==> config.mk <==
export PLATFORM = sky130hd
export DESIGN_NAME = seq_pattern_gen
export DESIGN_NICKNAME = d
export VERILOG_FILES = /design/src/rtl/seq_pattern_gen.sv
export SDC_FILE = /design/constraint.sdc
export NUM_CORES = 1
export LEC_CHECK = 0
export ABC_CLOCK_PERIOD_IN_PS = 1830
export CAP_MARGIN = 0
export CORE_AREA = 3 3 114 116
export CTS_CLUSTER_DIAMETER = 50
export CTS_CLUSTER_SIZE = 40
export DETAILED_ROUTE_END_ITERATION = 7
export DIE_AREA = 0 0 117 119
export SYNTH_ARGS = -nofsm -noshare
export SYNTH_HDL_FRONTEND = slang
export SYNTH_SLANG_ARGS = --single-unit
==> constraint.sdc <==
create_clock -name sclk -period 1.83 [get_ports sclk]
set_input_delay 0.183 -clock sclk [delete_from_list [all_inputs] [get_ports sclk]]
set_output_delay 0.183 -clock sclk [all_outputs]
set_load 0.005 [all_outputs]
==> src/rtl/seq_pattern_gen.sv <==
// seq_pattern_gen: table-driven pattern generator.
//
// A DEPTH-entry table of {flag, data} words is written while the block is
// idle. A start request plays entries 0..len in order on a valid/ready output.
// Entries with flag=1 are data beats held until accepted. Entries with
// flag=0 are gap slots that last one cycle. Repeat mode wraps back to entry 0.
//
// Configuration macro: SEQ_GEN_GAP_EN
//   defined   - per-entry flag storage; gap slots are honoured.
//   undefined - no flag storage; i_wr_vld is ignored; every entry is a beat.
//
// Ports:
//   sclk, rst        clock, synchronous active-high reset
//   i_wr_en/addr/    table write port; ignored while o_busy=1
//   data/vld
//   i_start, i_stop  start (idle only) / abort (run only) requests
//   i_loop, i_len    repeat mode and last entry index, latched at start
//   i_ready          downstream accept
//   o_dv, o_data     output beat; o_data is 0 whenever o_dv=0
//   o_busy           high while a sequence is running
//   o_done           one-cycle pulse after the last entry of a non-looping run

module seq_pattern_gen #(
    parameter int unsigned DATA_W = 8,
    parameter int unsigned DEPTH  = 8,
    localparam int unsigned AW    = (DEPTH > 1) ? $clog2(DEPTH) : 1
) (
    input  logic              sclk,
    input  logic              rst,
    input  logic              i_wr_en,
    input  logic [AW-1:0]     i_wr_addr,
    input  logic [DATA_W-1:0] i_wr_data,
    input  logic              i_wr_vld,
    input  logic              i_start,
    input  logic              i_stop,
    input  logic              i_loop,
    input  logic [AW-1:0]     i_len,
    input  logic              i_ready,
    output logic              o_dv,
    output logic [DATA_W-1:0] o_data,
    output logic              o_busy,
    output logic              o_done
);

    typedef enum logic [1:0] {
        StIdle = 2'd0,
        StRun  = 2'd1,
        StDone = 2'd2
    } state_e;

    state_e            state_q, state_d;
    logic [AW-1:0]     ptr_q, ptr_d;
    logic [AW-1:0]     len_q, len_d;
    logic              loop_q, loop_d;
    logic              run;
    logic              cur_flag;
    logic              consume;
    logic              tbl_we;

    logic [DATA_W-1:0] data_q [DEPTH];

    assign run    = (state_q == StRun);
    assign tbl_we = i_wr_en && !run;

    // Table data storage; reset clears every word.
    always_ff @(posedge sclk) begin
        if (rst) begin
            for (int i = 0; i < int'(DEPTH); i++) begin
                data_q[i] <= '0;
            end
        end else if (tbl_we) begin
            data_q[i_wr_addr] <= i_wr_data;
        end
    end

`ifdef SEQ_GEN_GAP_EN
    logic [DEPTH-1:0] flag_q;

    // Flags reset to 1 so an unwritten table plays as plain data beats.
    always_ff @(posedge sclk) begin
        if (rst) begin
            flag_q <= '1;
        end else if (tbl_we) begin
            flag_q[i_wr_addr] <= i_wr_vld;
        end
    end

    assign cur_flag = flag_q[ptr_q];
`else
    logic unused_wr_vld;

    assign unused_wr_vld = i_wr_vld;
    assign cur_flag      = 1'b1;
`endif

    // A data beat needs a handshake; a gap slot retires after one cycle.
    assign consume = run && (cur_flag ? i_ready : 1'b1);

    always_ff @(posedge sclk) begin
        if (rst) begin
            state_q <= StIdle;
            ptr_q   <= '0;
            len_q   <= '0;
            loop_q  <= 1'b0;
        end else begin
            state_q <= state_d;
            ptr_q   <= ptr_d;
            len_q   <= len_d;
            loop_q  <= loop_d;
        end
    end

    always_comb begin
        state_d = state_q;
        ptr_d   = ptr_q;
        len_d   = len_q;
        loop_d  = loop_q;
        case (state_q)
            StIdle: begin
                if (i_start && !i_stop) begin
                    state_d = StRun;
                    ptr_d   = '0;
                    len_d   = i_len;
                    loop_d  = i_loop;
                end
            end
            StRun: begin
                // Stop wins over a same-cycle consume; a pending beat is dropped.
                if (i_stop) begin
                    state_d = StIdle;
                    ptr_d   = '0;
                end else if (consume) begin
                    if (ptr_q == len_q) begin
                        ptr_d = '0;
                        if (!loop_q) begin
                            state_d = StDone;
                        end
                    end else begin
                        ptr_d = ptr_q + AW'(1);
                    end
                end
            end
            StDone: begin
                state_d = StIdle;
            end
            default: begin
                state_d = StIdle;
                ptr_d   = '0;
            end
        endcase
    end

    always_comb begin
        o_dv   = run && cur_flag;
        o_data = '0;
        if (o_dv) begin
            o_data = data_q[ptr_q];
        end
        o_busy = run;
        o_done = (state_q == StDone);
    end

endmodule
==> qor.csv <==
metric;value;unit
antenna viol nets, final;0;
Synth Warn #;0;
initial antenna violation count;0;
Seq/Total Area, Yosys;0.603;
synthesis-to-finish area growth;25.6;%
Seq cells post-synth;76;
cell area after synthesis;0.00359;sq mm
Vias;2026;
crit path DAT;1.77;ns
routed wl met2;3420;um
Placed Area;0.00417;sq mm
Peak VDD IR;0.487;mV
Tot GR Track Use;0.114;
final hold vios;0;
proportion of layout cells with a drive suffix above 1;0.285;
Slew Limit Fails;0;
crit start category;flip-flop;
Clock Skews;0.00598;ns
ant diodes;0;
DRT Pass-1 Iters;4;
kind of end point of the critical path;output pin;
Comb power frac;0.061;
P per Cell Area;864;mW/mm^2
Post-Layout Cell Count;449;
total I/O pin count;33;
CTS tree;done;
final worst setup slack;-0.128;ns
Max Used Layer;met4;
RSZ-0062 raised after global routing;yes;
Routed WL;7070;um
Num CTS Buffers;9;
Tightest Pin Transition;0.352;ns
CTS Buffer Depth;2;
gr ovfl total;0;
routability congestion estimate;0.745;
Die X;117;um
clk_lat worst skew;0.33;ns
post-DP HPWL;5040;um
Syn Nets;262;
vias in the first global route;2116;
Sw Share;0.205;
crit-path max FO;4;
Yosys cell types;40;
DP Cell Count;425;
sw power;0.798;mW
Final nets;321;
LEAKAGE;1.69;nW
period utilization;1.07;
first-pass GRT wire length;11600;um
Die H;119;um
hold slack;0.474;ns
Starting Density;0.299;
Final min period;1.96;ns
status;complete, but fails checks;
vias per inst;4.51;
clock sinks;76;
Post-Syn Area per Cell;15.0;sq um
Initial DRC Count;148;
final setup violation count;8;
P_int;3.09;mW
DRC viols;0;
Core Rows;40;
core area;0.0120;sq mm
H-tree levels;3;
FMAX;0.511;GHz
Hold WC Path Type;input pin to flip-flop;
Hold Buf Count CTS;0;
Fin Setup TNS;-0.804;ns
Clk pin slew, worst setup/hold paths;0.05;ns
max-cap violation count;0;
met1 wire length;3190;um
Clock power frac;0.439;
met3 wire length;356;um
pin count of the biggest net entering global routing;17;
post-placement worst setup slack;-0.125;ns
post-route cell area;0.00451;sq mm
kind of critical path;flip-flop to output pin;
sequential share of power;0.500;
input/output buffers;31;
Rel. slew slack;0.764;
Wirelength per Cell;15.8;um
Mapped Cells;239;
failing checks;setup timing;
Root Driver;clkbuf_16;
Req. time, crit path;1.65;ns
Die ar.;0.0139;sq mm
-- routing by layer --
metal  GRT usage  up-vias
met2       0.175       36
met4      0.0430        0
li1            -      990
met3      0.0401        6
met1       0.146      994
met5           0        -
-- power groups by stage --
stage,combinational [mW],clock [mW],sequential [mW]
2_1_floorplan,0.118,0,1.98
3_3_place_gp,0.234,0,1.98
3_5_place_dp,0.238,0,1.98
4_1_cts,0.239,1.73,1.95
5_1_grt,0.260,1.81,1.95
6_report,0.236,1.71,1.95
-- what timing repair did --
item | 4_1_cts | 5_1_grt
endpoints found under the setup margin | 10 | 10
gates cloned | 1 | 0
setup buffers | 8 | 1
pin swaps | 2 | 4
resized for setup | 52 | 6
-- logic make-up (layout without fill, tap and decap cells) --
| group | Yosys count | in the layout | synth area share |
|---|---|---|---|
| flip-flops | 76 | 76 | 0.603 |
| AND/OR/NAND/NOR | 115 | 115 | 0.208 |
| buffers and inverters | 10 | 73 | 0.0181 |
| adder cells (fa/ha/maj) | 1 | 1 | 0.00349 |
| multiplexers | 28 | 28 | 0.149 |
| AO/OA/AOI/OAI | 6 | 6 | 0.0122 |
| XOR/XNOR | 3 | 3 | 0.00733 |
-- path summary, 6_finish.rpt --
check            endpoint  startpoint  slack [ns]  depth (start not counted)
max             o_data[4]   flip-flop       -0.13                          6
min                loop_q      i_loop        0.47                          3
max reg2reg  data_q[6][2]  state_q[1]        0.29                          4
min reg2reg        loop_q      loop_q        0.51                          2
-- Yosys cell counts --
cell type         n  area, sq um
a21oi_1           1         5.00
a2bb2oi_1         1         8.76
and2_1           65          407
and2b_2           1         8.76
buf_2             2         10.0
buf_4             1         7.51
buf_6             2         22.5
clkbuf_1          3         11.3
clkdlybuf4s15_1   1         10.0
dfxtp_1          12          240
edfxtp_1         64         1920
ha_1              1         12.5
inv_1             1         3.75
mux2i_1          12          120
mux4_1           14          368
mux4_2            2         45.0
nand2_1           1         3.75
nand2b_1          5         31.3
nand2b_4          1         13.8
nand3_1           1         5.00
nand3_2           1         10.0
nand4_1           1         6.26
nand4b_4          1         23.8
nand4bb_2         1         16.3
nor2_1           19         71.3
nor3_1            1         5.00
nor3_2            2         20.0
nor3b_1           1         7.51
nor4_1            1         6.26
nor4b_4           1         23.8
o21ai_0           1         5.00
o21ai_1           1         5.00
o22ai_2           1         12.5
o31ai_1           1         7.51
or2_2             8         50.1
or2b_1            1         7.51
or2b_2            1         8.76
or2b_4            1         11.3
or4_1             1         7.51
xnor2_1           3         26.3
-- registers in the layout, summed over array words and instances, names as in the netlist, named ones only --
register / flops
data_q: 64
len_q: 3
loop_q: 1
ptr_q: 3
state_q: 2
-- metrics by stage --
step	total power, mW	utilization
after global placement	2.21	0.347
after floorplan	2.09	-
after global routing	4.03	0.375
after CTS	3.92	0.374
after detailed placement	2.22	0.347
final	3.89	0.375
-- cell type report --
cell class,count,area (sq um)
sequential,76,2170
clock buffer,9,225
tap,147,184
timing repair buffer,57,546
clock inverter,6,65.1
inverter,1,3.75
multi-input combinational,153,1320
fill,1130,7510
-- worst max-delay path, cell delays in order (launching register included) --
cell,delay [ns]
dfxtp_4,0.38
buf_12,0.12
buf_6,0.09
mux4_2,0.49
mux2i_2,0.18
nor2_1,0.06
buf_2,0.12
-- cells in the final DEF (no fill, tap or decap), types with 2 or more instances in the layout --
| cell type | instances |
|---|---|
| buf_4 | 14 |
| mux4_2 | 15 |
| edfxtp_1 | 64 |
| and2_1 | 65 |
| mux2i_1 | 11 |
| xnor2_1 | 3 |
| dfxtp_1 | 10 |
| nand2b_1 | 5 |
| buf_12 | 4 |
| clkinv_2 | 2 |
| buf_6 | 8 |
| clkbuf_16 | 9 |
| nor2_1 | 19 |
| buf_2 | 8 |
| clkdlybuf4s50_1 | 23 |
| nor3_2 | 2 |
| or2_2 | 8 |
Power figures use the tool's default switching activity.
